$ cat src/rtl/mem_bus_arbiter_pkg.sv
// Shared types and constants for the memory bus arbiter.
package mem_bus_arbiter_pkg;

  typedef enum logic [1:0] {
    IDLE    = 2'd0,
    BUS_MEM = 2'd1,
    BUS_IF  = 2'd2,
    RELEASE = 2'd3
  } state_t;

  localparam logic [3:0]  SEL_ALL       = 4'b1111;
  localparam logic [31:0] ZERO_WORD     = 32'h0000_0000;
  localparam logic        BUS_CYC_EN    = 1'b1;
  localparam logic        BUS_CYC_DIS   = 1'b0;

endpackage

$ cat src/rtl/mem_bus_timer.sv
// Ack timeout counter; only built when MEM_BUS_ARBITER_TIMEOUT_EN is defined.
`ifdef MEM_BUS_ARBITER_TIMEOUT_EN
module mem_bus_timer #(
  parameter int TIMEOUT = 255,
  parameter int CNT_W   = 8
) (
  input  logic clk,
  input  logic rst,
  input  logic run,
  input  logic ack,
  output logic expire
);

  logic [CNT_W-1:0] count;

  // Fires on the TIMEOUT-th consecutive strobe cycle without ack.
  assign expire = run & ~ack & (count == CNT_W'(TIMEOUT - 1));

  always_ff @(posedge clk) begin
    if (!rst || !run || ack || expire) count <= '0;
    else                               count <= count + 1'b1;
  end

endmodule
`endif

$ cat src/rtl/mem_bus_arbiter.sv
// Shares one Wishbone-style bus between fetch and load/store; data wins ties.
// Optional ack timeout enabled by MEM_BUS_ARBITER_TIMEOUT_EN.
module mem_bus_arbiter
  import mem_bus_arbiter_pkg::*;
#(
  parameter int TIMEOUT = 255,
  parameter int CNT_W   = 8
) (
  input  logic        clk,
  input  logic        rst,
  input  logic        if_ce_i,
  input  logic [31:0] if_addr_i,
  output logic [31:0] if_data_o,
  output logic        stallreq_if_o,
  input  logic        mem_ce_i,
  input  logic        mem_we_i,
  input  logic [3:0]  mem_sel_i,
  input  logic [31:0] mem_addr_i,
  input  logic [31:0] mem_data_i,
  output logic [31:0] mem_data_o,
  output logic        stallreq_mem_o,
  output logic        bus_cyc_o,
  output logic        bus_stb_o,
  output logic        bus_we_o,
  output logic [3:0]  bus_sel_o,
  output logic [31:0] bus_addr_o,
  output logic [31:0] bus_data_o,
  input  logic [31:0] bus_data_i,
  input  logic        bus_ack_i,
  output logic        bus_err_o
);

  if (TIMEOUT >= (1 << CNT_W)) begin : g_bad_cfg
    $error("CNT_W too narrow to hold TIMEOUT");
  end

  state_t      state;
  logic        cyc;
  logic        done;
  logic [31:0] rdata;

  assign bus_cyc_o = cyc;
  assign bus_stb_o = cyc;

  assign stallreq_mem_o = rst & mem_ce_i & (state != RELEASE);
  assign stallreq_if_o  = rst & if_ce_i  & (state != RELEASE);

`ifdef MEM_BUS_ARBITER_TIMEOUT_EN
  logic expire;
  logic err;

  mem_bus_timer #(.TIMEOUT(TIMEOUT), .CNT_W(CNT_W)) u_timer (
    .clk    (clk),
    .rst    (rst),
    .run    (cyc),
    .ack    (bus_ack_i),
    .expire (expire)
  );

  // An abandoned transfer completes like an ack that returned zero.
  assign done      = bus_ack_i | expire;
  assign rdata     = bus_ack_i ? bus_data_i : ZERO_WORD;
  assign bus_err_o = err;

  always_ff @(posedge clk) begin
    if (!rst)        err <= 1'b0;
    else if (expire) err <= 1'b1;
  end
`else
  assign done      = bus_ack_i;
  assign rdata     = bus_data_i;
  assign bus_err_o = 1'b0;
`endif

  always_ff @(posedge clk) begin
    if (!rst) begin
      state      <= IDLE;
      cyc        <= BUS_CYC_DIS;
      bus_we_o   <= 1'b0;
      bus_sel_o  <= '0;
      bus_addr_o <= ZERO_WORD;
      bus_data_o <= ZERO_WORD;
      if_data_o  <= ZERO_WORD;
      mem_data_o <= ZERO_WORD;
    end else begin
      case (state)
        IDLE: begin
          if (mem_ce_i) begin
            bus_addr_o <= mem_addr_i;
            bus_we_o   <= mem_we_i;
            bus_sel_o  <= mem_sel_i;
            bus_data_o <= mem_data_i;
            cyc        <= BUS_CYC_EN;
            state      <= BUS_MEM;
          end else if (if_ce_i) begin
            bus_addr_o <= if_addr_i;
            bus_we_o   <= 1'b0;
            bus_sel_o  <= SEL_ALL;
            bus_data_o <= ZERO_WORD;
            cyc        <= BUS_CYC_EN;
            state      <= BUS_IF;
          end
        end
        BUS_MEM: begin
          if (done) begin
            if (!bus_we_o) mem_data_o <= rdata;
            // Chain straight into a pending fetch without an IDLE bubble.
            if (if_ce_i) begin
              bus_addr_o <= if_addr_i;
              bus_we_o   <= 1'b0;
              bus_sel_o  <= SEL_ALL;
              bus_data_o <= ZERO_WORD;
              state      <= BUS_IF;
            end else begin
              cyc   <= BUS_CYC_DIS;
              state <= RELEASE;
            end
          end
        end
        BUS_IF: begin
          if (done) begin
            if_data_o <= rdata;
            cyc       <= BUS_CYC_DIS;
            state     <= RELEASE;
          end
        end
        default: state <= IDLE;
      endcase
    end
  end

endmodule

$ cat config.mk
export PLATFORM = sky130hd
export DESIGN_NAME = mem_bus_arbiter
export DESIGN_NICKNAME = d
export VERILOG_FILES = /design/src/rtl/mem_bus_arbiter_pkg.sv /design/src/rtl/mem_bus_timer.sv /design/src/rtl/mem_bus_arbiter.sv
export SDC_FILE = /design/constraint.sdc
export NUM_CORES = 1
export LEC_CHECK = 0
export BUFFER_PORTS_ARGS = -buffer_cell sky130_fd_sc_hd__buf_2
export CAP_MARGIN = 20
export CORE_ASPECT_RATIO = 0.9
export CORE_MARGIN = 2
export CORE_UTILIZATION = 45
export CTS_CLUSTER_SIZE = 16
export DETAILED_ROUTE_END_ITERATION = 10
export GPL_TIMING_DRIVEN = 0
export PLACE_DENSITY = 0.78
export SLEW_MARGIN = 10
export SYNTH_ARGS = -nofsm -noshare
export SYNTH_HDL_FRONTEND = slang
export SYNTH_HIERARCHICAL = 1
export SYNTH_SLANG_ARGS = --single-unit
$ cat constraint.sdc
create_clock -name clk -period 2.02 [get_ports clk]
set_input_delay 0.404 -clock clk [delete_from_list [all_inputs] [get_ports clk]]
set_output_delay 0.404 -clock clk [all_outputs]
set_load 0.005 [all_outputs]
* Word level (Yosys, flattened, before mapping)
Cells that the tools add are included.
Storage, ports and cells: flip-flop bits (word level) 136, input bits 138
Operators by class: equality and inequality tests 7, mux-type cells 28, bitwise operators 5, reductions and logical operators 8
Operator list (number):
- 2-to-1 mux 32 bit | 6
- one-hot mux 32 bit (2 select lines) | 2
- 2-to-1 mux 4 bit | 3
- 2-to-1 mux 1 bit | 9
- 2-to-1 mux 2 bit | 4
- inequality test 2 bit, second input constant | 4
- one-hot mux 4 bit (2 select lines) | 1
- one-hot mux 2 bit (3 select lines) | 1
- AND reduction 3 bit | 2
- AND reduction 5 bit | 1
- bitwise AND 1 bit | 4
- AND reduction 2 bit | 2
- inequality test 3 bit, second input constant | 1
- one-hot mux 1 bit (3 select lines) | 1
- nonzero test 3 bit | 1
- == test 2 x 1 -> 1 bit, second input constant | 1
- == test 2 bit, second input constant | 1
- logical NOT 2 bit | 1
- one-hot mux 1 bit (2 select lines) | 1
- nonzero test 2 bit | 1
- inverter 1 bit | 1

* Depth between registers and ports, before layout
Gate-level depths: netlist of the first run.
word-level depth 3, gate-level depth with buffers 8

* Worst setup path before layout of the first run
OpenSTA, ideal clock, no wires.
path kind register to register, from register state[1], to register bus_addr_o[10], setup time 0.146 ns, data arrival time 1.452 ns, required time 1.874 ns, slack 0.422 ns, stages on the path, launching flop included 7, clock period less this slack 1.598 ns, cell sequence dfxtp_1 > inv_1 > ha_1 > buf_4 > o21ai_2 > buf_4 > a211oi_2
On the way: longest elaborated chain between the ends 3, elaborated cells between the ends (all ways) 6, classes of those cells eq/ne: 2; mux: 1; reduce/logical: 3
RTL lines:
- from (decl) | line mem_bus_arbiter.sv:37 | state_t state;
- from (signal assigned) | line mem_bus_arbiter.sv:77 | state <= IDLE;
- from (signal assigned) | line mem_bus_arbiter.sv:94 | state <= BUS_MEM;
- from (signal assigned) | line mem_bus_arbiter.sv:101 | state <= BUS_IF;
- == test 2 x 1 -> 1 bit / logical NOT 2 bit (equally long branches) | line mem_bus_arbiter.sv:86 | case (state)
- inequality test 2 bit (no source line) / nonzero test 2 bit (equally long branches)
- AND reduction 2 bit (no source line)
- to (signal assigned) | line mem_bus_arbiter.sv:89 | bus_addr_o <= mem_addr_i;
- to (signal assigned) | line mem_bus_arbiter.sv:96 | bus_addr_o <= if_addr_i;
- to (signal assigned) | line mem_bus_arbiter.sv:109 | bus_addr_o <= if_addr_i;
- to (decl) | line mem_bus_arbiter.sv:26 | output logic [31:0] bus_addr_o,
Several ways; a longest one is shown, not always the timed one. A chain may end at the register's enable or synchronous reset.

* Worst setup path after layout of the first run
from register state[0], to register bus_addr_o[17]
Same word-level chain as after synthesis.

==> impl_metrics.toml, run 1 <==
[outcome]
outcome = "finished, final reports clean"

[setup_path]
crit_buf_inv = 3
critPathArrivalTime_ns = 2.12
required_ns = 2.28
slowest_delay_ns = 0.42
r2r-start = "state[0]"
path_max_fanout = 10
cp-end-kind = "flop"
path_class = "flop to flop"
crit_chain = "inv_1, ha_1, buf_4, o21a_1, buf_2, a211oi_2, a211oi_2"
start_kind = "flop"
cp_top_family = "compound AO/OA/AOI/OAI gates"
startpoint = "state[0]"
cp_common_cell = "a211oi_2"
cp_slowest_cell = "dfxtp_1"

[min_path]
hold_class = "primary input to flop"
hold_start = "mem_data_i[26]"

[final_layout]
drive_gt1_share_pct = 45.1
area_growth_pct = 37.5
antennaDiodeCount = 0
fin_nets = 1068
fill_cells = 1111
stdcell_count = 1102

[global_routing]
grt_pass1_vias = 5574
grt_max_degree = 17
grt_overflow = 0
grt_pass1_wl_mm = 28.0
grt_usage_pct = 24.6
grt_antenna_before_repair = 0

[floorplan]
rows = 39
dieWidth_um = 125
top_level_ports = 276
die_h_um = 113
die_area_um2 = 14100
start_util_pct = 46.4
coreArea_um2 = 12800

[yosys]
synth_area_per_cell_um2 = 9.36
syn_area_um2 = 5930
synth_cells = 634
yosysUniqueCellTypes = 39
yosys_warnings = 6
yosysSeqAreaShare_pct = 45.9
mappedNetlistNets = 777
ys_seq_elements = 136

[route]
totalWireLength_mm = 17.5
dr_total_vias = 5691
routedWlPerCell_um = 15.9
first_pass_iters = 4
ant_nets = 0
drc = 0
drt_iter0_markers = 409
viasPerCell = 5.16

[clock_network]
clock_path_buffers = 2
cts-root-buf = "clkbuf_16"
cts.sinks = 136
numCtsBuffers = 17
post_cts_buffers = 0
cts_resized = 0
path_clk_slew_ns = 0.06
htree_levels = 4
holdBufCountCts = 0
clkLatencyLatePin_ns = 0.42
cts_tree = "built"

[timing]
drv_slew = 0
worstMarginPinSlew_ns = 0.708
whs_ns = 0.218
setup_viol = 0
min_period_ns = 1.86
fin_skew_ns = 0.0117
fin_crit_sh_pct = 92.0
timing.fmax_mhz = 538
hold_viol = 0
setup_tns_ns = 0
relSlewSlack_pct = 52.8
rsz0062_at_grt = "false"

[power_and_ir_drop]
combPwrFrac_pct = 39.9
p_leak_nw = 3.67
vdd_drop_max_mv = 1.08
seqPwrFrac_pct = 31.8
power.density_nw_per_um2 = 1460
intPower_mw = 7.71
switchingPower_mw = 4.18
swShare_pct = 35.2
report.power.total_mw = 11.9
power_frac_clock_pct = 28.2

[flow_run]
maxCapViolCount = 0

[placement]
placed_cells = 1070
port_buffers = 272
hpwl_mm = 13.0
place.gp.congestion = 0.878
-- synthesized netlist by cell type (all sizes together) --
master | number | area (um2)
buf | 45 | 330
nor3b | 1 | 7.51
nand2 | 165 | 619
ha | 5 | 62.6
a221oi | 1 | 8.76
a21oi | 98 | 490
or3b | 1 | 11.3
and4 | 1 | 11.3
o21ai | 3 | 22.5
o2111ai | 1 | 8.76
nor2b | 2 | 20.0
and3 | 2 | 12.5
o221a | 4 | 45.0
nand3 | 1 | 10.0
o41ai | 1 | 8.76
or3 | 1 | 6.26
a211oi | 65 | 793
and2 | 1 | 6.26
a41oi | 1 | 8.76
dfxtp | 136 | 2720
o21bai | 1 | 7.51
mux2i | 32 | 320
o211ai | 34 | 255
inv | 6 | 22.5
o21ba | 1 | 10.0
conb | 1 | 3.75
and3b | 2 | 17.5
o21a | 1 | 7.51
nor3 | 1 | 5.00
nand3b | 1 | 7.51
clkbuf | 19 | 71.3
-- flip-flops by register name, indices dropped and copies added, names as in the netlist --
signal	cells
if_data_o	32
state	2
bus_addr_o	32
bus_sel_o	4
bus_data_o	32
mem_data_o	32
bus_cyc_o	1
bus_we_o	1
-- per-layer routing --
metal  share of wire [%]  routed length [um]  vias to the layer above  GRT usage [%]
met5                   0                   0                        -              0
met4                0.80                 140                        0           6.59
met3                 7.8                1370                       12           8.46
met2                  50                8670                      205           43.1
met1                  42                7310                     2653           29.0
li1                    -                   -                     2821              -
-- placed cells by master, fill, tap and decap left out, types with 4 or more instances in the layout --
| cell type | synthesis | layout |
|---|---|---|
| clkbuf_8 | 0 | 4 |
| buf_6 | 5 | 5 |
| a211oi_2 | 61 | 61 |
| buf_4 | 12 | 12 |
| nand2_1 | 165 | 165 |
| dfxtp_1 | 136 | 136 |
| clkbuf_1 | 19 | 19 |
| o211ai_1 | 34 | 34 |
| inv_1 | 4 | 4 |
| a21oi_1 | 98 | 98 |
| ha_1 | 5 | 4 |
| clkbuf_16 | 0 | 17 |
| mux2i_1 | 32 | 32 |
| buf_2 | 24 | 295 |
| o221a_2 | 4 | 4 |
| bufinv_16 | 0 | 4 |
| a211oi_1 | 4 | 4 |
-- worst register-to-register path, stage by stage (launching register included) --
cell and delay (ns):
dfxtp_1 0.42, inv_1 0.10, ha_1 0.20, buf_4 0.16, o21a_1 0.18, buf_2 0.25
a211oi_2 0.33, a211oi_2 0.09
-- power by group through the flow --
stage	clock [mW]	combinational [mW]	sequential [mW]
after floorplan	0	3.20	3.84
after global placement	0	4.66	3.80
after detailed placement	0	4.73	3.83
after CTS	3.41	4.76	3.78
after global routing	3.52	5.21	3.86
final	3.36	4.75	3.79
-- worst paths after layout --
| path | to | depth (start not counted) | slack (ns) |
|---|---|---|---|
| worst min register to register | if_data_o[19] | 2 | 0.45 |
| worst min-delay path | bus_data_o[26] | 3 | 0.22 |
| worst max-delay path | bus_addr_o[17] | 7 | 0.16 |
| worst max register to register | bus_addr_o[17] | 7 | 0.16 |
-- through the flow --
step,setup WS [ns],utilization (%),instance area (um2)
final,0.161,63.8,8160
after detailed placement,0.0480,58.7,7500
after global placement,0.0837,58.7,7500
after floorplan,0.422,-,5930
after global routing,0.0352,63.8,8160
after CTS,0.0128,63.7,8150
-- cell type report --
class | count | area (um2) | area share [%]
multi-input cells | 428 | 2800 | 34.3
flip-flops and latches | 136 | 2720 | 33.4
repair buffers | 272 | 1360 | 16.7
clock buffers | 21 | 480 | 5.89
plain buffers | 64 | 404 | 4.95
well taps | 164 | 205 | 2.51
clock inverters | 11 | 168 | 2.05
inverters | 6 | 22.5 | 0.276
-- kinds of logic (layout without fill, tap and decap cells) --
| logic type | Yosys count | after routing | synth area share [%] |
|---|---|---|---|
| buffers and inverters | 70 | 374 | 7.15 |
| AO/OA/AOI/OAI | 211 | 211 | 28.1 |
| other | 1 | 1 | 0.0632 |
| flip-flops | 136 | 136 | 45.9 |
| AND/OR/NAND/NOR | 179 | 179 | 12.4 |
| adder cells (fa/ha/maj) | 5 | 5 | 1.05 |
| multiplexers | 32 | 32 | 5.40 |
(Power assumes the default switching activity.)
==> inputs of run 2 (changes only) <==
--- a/config.mk
+++ b/config.mk
@@ -5,7 +5,7 @@
 export SDC_FILE = /design/constraint.sdc
 export NUM_CORES = 1
 export LEC_CHECK = 0
-export BUFFER_PORTS_ARGS = -buffer_cell sky130_fd_sc_hd__buf_2
+export BUFFER_PORTS_ARGS = -buffer_cell sky130_fd_sc_hd__buf_4
 export CAP_MARGIN = 20
 export CORE_ASPECT_RATIO = 0.9
 export CORE_MARGIN = 2
==> run 2 against run 1 <==
  * Non-clock buffer count unchanged
  * Worst setup slack better by 0.029 ns
  * Worst hold slack better by 0.014 ns
  * Sequential power about the same
  * Via count up 0.49%
==> impl_metrics.toml, run 2 (synthesis results as in run 1) <==
[setup_path]
critPathArrivalTime_ns = 1.43
cp-end-kind = "primary output"
required_ns = 1.62
crit_chain = "buf_4, inv_2, clkbuf_1, nor3_1, buf_4"
path_class = "primary input to primary output"
cp_slowest_cell = "clkbuf_1"
cp_common_cell = "buf_4"
path_max_fanout = 10
r2r_slack_ns = 0.20
slowest_delay_ns = 0.48
start_kind = "primary input"

[timing]
hold_viol = 0
setup_tns_ns = 0
timing.fmax_mhz = 546
drv_slew = 0
worstMarginPinSlew_ns = 0.727
fin_skew_ns = 0.00606
relSlewSlack_pct = 51.5
min_period_ns = 1.83
setup_viol = 0
fin_crit_sh_pct = 90.6
rsz0062_at_grt = "false"

[floorplan]
top_level_ports = 276
die_area_um2 = 14100
die_h_um = 113
coreArea_um2 = 12800
dieWidth_um = 125
rows = 39
start_util_pct = 46.4

[final_layout]
drive_gt1_share_pct = 45.0
antennaDiodeCount = 0
fin_nets = 1068
final_common_cell = "buf_4"
area_growth_pct = 48.3
mostFrequentLayoutCells = "buf_4, nand2_1, dfxtp_1"
stdcell_count = 1102
fill_cells = 1060

[global_routing]
grt_pass1_wl_mm = 28.9
grt_antenna_before_repair = 0
grt_max_degree = 17
grt_usage_pct = 25.3
grt_pass1_vias = 5495
grt_overflow = 0

[clock_network]
clock_path_buffers = 2
cts-root-buf = "clkbuf_16"
htree_levels = 4
post_cts_buffers = 0
cts.sinks = 136
path_clk_slew_ns = 0.06
clkLatencyLatePin_ns = 0.41
cts_tree = "built"
numCtsBuffers = 17

[route]
drc = 0
routedWlPerCell_um = 16.4
ant_nets = 0
dr_total_vias = 5719
viasPerCell = 5.19
totalWireLength_mm = 18.1
drt_iter0_markers = 257
first_pass_iters = 5

[power_and_ir_drop]
power_frac_clock_pct = 26.3
combPwrFrac_pct = 42.4
intPower_mw = 7.88
seqPwrFrac_pct = 31.3
power.density_nw_per_um2 = 1380
p_leak_nw = 3.77
swShare_pct = 35.1
vdd_drop_max_mv = 0.805
switchingPower_mw = 4.26

[placement]
placed_cells = 1070
port_buffers = 272
hpwl_mm = 13.3
place.gp.congestion = 0.866

[outcome]
outcome = "finished, final reports clean"

[min_path]
hold_class = "primary input to flop"

[flow_run]
maxCapViolCount = 0
==> run 2: cell count changes in the layout (fill, tap and decap cells not counted), sizes merged <==
cell / before / now
bufinv: 4 / 3
clkbuf: 41 / 37
buf: 316 / 317
inv: 7 / 8
clkinv: 4 / 5
clkinvlp: 2 / 4
==> run 2: layout make-up <==
| cell class | count | area, um2 | area share, % |
|---|---|---|---|
| inverter | 6 | 22.5 | 0.256 |
| clock inverter | 14 | 174 | 1.98 |
| sequential | 136 | 2720 | 30.9 |
| buffer | 64 | 402 | 4.56 |
| multi-input combinational | 428 | 2800 | 31.8 |
| tap | 164 | 205 | 2.33 |
| timing repair buffer | 272 | 2040 | 23.2 |
| clock buffer | 18 | 439 | 4.99 |
==> run 2: path summary, 6_finish.rpt <==
path                  start              to  cells after the start
min reg2reg  mem_data_o[19]  mem_data_o[19]                      2
max reg2reg        state[1]   mem_data_o[2]                      7
min           mem_data_i[6]   bus_data_o[6]                      3
max                     rst   stallreq_if_o                      5
==> run 2: worst max-delay path: cells and delay by family <==
family,cells,cell delay (ns)
simple gates,1,0.10
buf+inv,4,0.92
==> run 2: metrics by stage <==
stage / setup slack, ns / utilization [%] / hold slack [ns] / area [um2] / total power, mW
floorplan: 0.422 / - / 0.453 / 5930 / 7.04
CTS: 0.0868 / 68.8 / 0.220 / 8790 / 12.2
detailed placement: 0.0833 / 64.0 / 0.448 / 8180 / 8.99
global placement: 0.124 / 64.0 / 0.442 / 8180 / 8.93
global route: 0.0383 / 68.8 / 0.223 / 8800 / 12.9
finish: 0.190 / 68.8 / 0.232 / 8800 / 12.1
==> run 2: power by group through the flow <==
stage | combinational [mW] | clock (mW) | sequential, mW
final | 5.15 | 3.19 | 3.80
after CTS | 5.17 | 3.23 | 3.80
after floorplan | 3.20 | 0 | 3.84
after global placement | 5.09 | 0 | 3.83
after global routing | 5.62 | 3.36 | 3.88
after detailed placement | 5.14 | 0 | 3.85
==> run 2: repair_timing <==
action | 4_1_cts | 5_1_grt
endpoints found under the setup margin | 0 | 30
gates resized for setup | 0 | 1
hold buffers | 0 | 0
hold endpoints to repair | 0 | 0
==> run 2: layer usage <==
| layer | GRT usage, % | wire (um) |
|---|---|---|
| met1 | 31.2 | 7640 |
| met2 | 42.2 | 8810 |
| met3 | 9.31 | 1420 |
| met4 | 6.44 | 181 |
| met5 | 0 | 0 |
==> inputs of run 3 (changes only) <==
--- a/config.mk
+++ b/config.mk
@@ -9,11 +9,11 @@
 export CAP_MARGIN = 20
 export CORE_ASPECT_RATIO = 0.9
 export CORE_MARGIN = 2
-export CORE_UTILIZATION = 45
+export CORE_UTILIZATION = 42
 export CTS_CLUSTER_SIZE = 16
 export DETAILED_ROUTE_END_ITERATION = 10
 export GPL_TIMING_DRIVEN = 0
-export PLACE_DENSITY = 0.78
+export PLACE_DENSITY = 0.76
 export SLEW_MARGIN = 10
 export SYNTH_ARGS = -nofsm -noshare
 export SYNTH_HDL_FRONTEND = slang
==> constraint.sdc (replaced) <==
create_clock -name clk -period 1.65 [get_ports clk]
set_input_delay 0.33 -clock clk [delete_from_list [all_inputs] [get_ports clk]]
set_output_delay 0.33 -clock clk [all_outputs]
set_load 0.005 [all_outputs]
==> run 3 against run 2 <==
  * Worst setup slack lost 0.18 ns
  * Sequential share of layout area is 1.6 points lower
  * Critical path depth shrank 1
  * Utilization down 1.8 points
  * Largest cell class unchanged
  * Largest power group unchanged
==> impl_metrics.toml, run 3 (synthesis results as in run 1) <==
[clock_network]
htree_levels = 4
path_clk_slew_ns = 0.06
cts-root-buf = "clkbuf_16"
numCtsBuffers = 17
clock_path_buffers = 2
cts.sinks = 136
holdBufCountCts = 0
cts_tree = "built"
clkLatencyLatePin_ns = 0.42

[route]
routedWlPerCell_um = 16.4
ant_nets = 0
drc = 0
dr_total_vias = 5743
first_pass_iters = 4
drt_iter0_markers = 300
viasPerCell = 5.03
totalWireLength_mm = 18.7

[placement]
placed_cells = 1099
port_buffers = 272
pre_cts_ws_ns = -0.333
hpwl_mm = 13.5
place.gp.congestion = 0.803
post_dp_cell_area_um2 = 8220

[timing]
worstMarginPinSlew_ns = 0.714
setup_tns_ns = 0
setup_viol = 0
drv_slew = 0
fin_crit_sh_pct = 99.5
fin_skew_ns = 0.00807
rsz0062_at_grt = "true"
timing.fmax_mhz = 609
fin_ws_ns = 0.00892
relSlewSlack_pct = 52.4
hold_viol = 0
min_period_ns = 1.64

[power_and_ir_drop]
report.power.total_mw = 16.2
power.density_nw_per_um2 = 1740
p_leak_nw = 3.90
vdd_drop_max_mv = 1.19

[setup_path]
r2r-start = "state[0]"
path_max_fanout = 5
required_ns = 1.32
r2r_slack_ns = 0.02
start_kind = "flop"
rr_worst_depth = 7
path_class = "flop to primary output"
r2r_end = "bus_addr_o[23]"
cp-end-kind = "primary output"
critPathArrivalTime_ns = 1.31

[final_layout]
antennaDiodeCount = 0
stdcell_count = 1142
final_common_cell = "buf_4"
mostFrequentLayoutCells = "buf_4, nand2_1, dfxtp_1"
fin_nets = 1079
area_growth_pct = 57.1
drive_gt1_share_pct = 49.3
seq_area_um2 = 2730
final_area_um2 = 9320
fill_cells = 1138
multiInputGateArea_um2 = 3010

[global_routing]
grt_overflow = 0
grt_usage_pct = 23.9
grt_pass1_vias = 5538
grt_max_degree = 17
grt_pass1_wl_mm = 28.3
grt_antenna_before_repair = 0

[floorplan]
top_level_ports = 276
dieWidth_um = 129
coreArea_um2 = 13900
die_h_um = 117
rows = 41
die_area_um2 = 15100
start_util_pct = 42.7

[min_path]
min_to = "bus_data_o[6]"
whs_path_depth = 3
hold_class = "primary input to flop"
hold_start = "mem_data_i[6]"

[outcome]
outcome = "finished, final reports clean"

[flow_run]
maxCapViolCount = 0
==> run 3: per-stage QoR <==
step                hold WS [ns]  utilization (%)
finish                     0.157             67.1
global route               0.148             67.1
CTS                        0.139             64.5
detailed placement         0.447             59.1
global placement           0.442             59.1
floorplan                  0.453                -
==> run 3: final cells by class <==
| cell class | instances | share of cell area [%] |
|---|---|---|
| Multi-Input combinational cell | 428 | 32.2 |
| Clock buffer | 17 | 4.56 |
| Sequential cell | 136 | 29.3 |
| Clock inverter | 15 | 2.29 |
| Tap cell | 193 | 2.59 |
| Buffer | 62 | 5.30 |
| Inverter | 6 | 0.242 |
| Timing Repair Buffer | 285 | 23.5 |
==> run 3: worst max-delay path by stage <==
stage	endpoint	cells after the start	start	slack, ns
2_1_floorplan	bus_addr_o[10]	6	state[1]	0.05
3_3_place_gp	bus_addr_o[29]	6	state[1]	-0.28
3_5_place_dp	bus_addr_o[11]	6	state[1]	-0.33
4_1_cts	stallreq_mem_o	4	state[0]	-0.008
5_1_grt	bus_addr_o[21]	7	state[0]	-0.05
6_report	stallreq_mem_o	4	state[0]	0.009
==> run 3: critical path: stages (launching register included) <==
cell     delay [ns]
dfxtp_4        0.37
ha_4           0.17
inv_1          0.07
and3_1         0.17
buf_6          0.11
==> run 3: report_power, final <==
group | switching (mW) | leakage (nW) | internal (mW) | total (mW)
registers | 0.581 | 1.11 | 4.13 | 4.71
clock network | 1.55 | 0.305 | 2.57 | 4.12
logic | 3.51 | 2.48 | 3.91 | 7.42
total | 5.65 | 3.90 | 10.6 | 16.2
==> run 3: timing repair <==
item / in CTS / in global routing
pin swaps: 2 / 18
setup endpoints to repair: 129 / 128
gates cloned: 0 / 4
gates resized for setup: 28 / 60
buffers inserted: 3 / 6
==> run 3: per-layer routing <==
| layer | track usage [%] | vias to the layer above | part of all wire [%] |
|---|---|---|---|
| met1 | 29.4 | 2701 | 42 |
| met4 | 7.17 | 0 | 0.84 |
| met5 | 0 | - | 0 |
| met3 | 6.96 | 9 | 7.7 |
| met2 | 40.9 | 197 | 49 |
| li1 | - | 2836 | - |
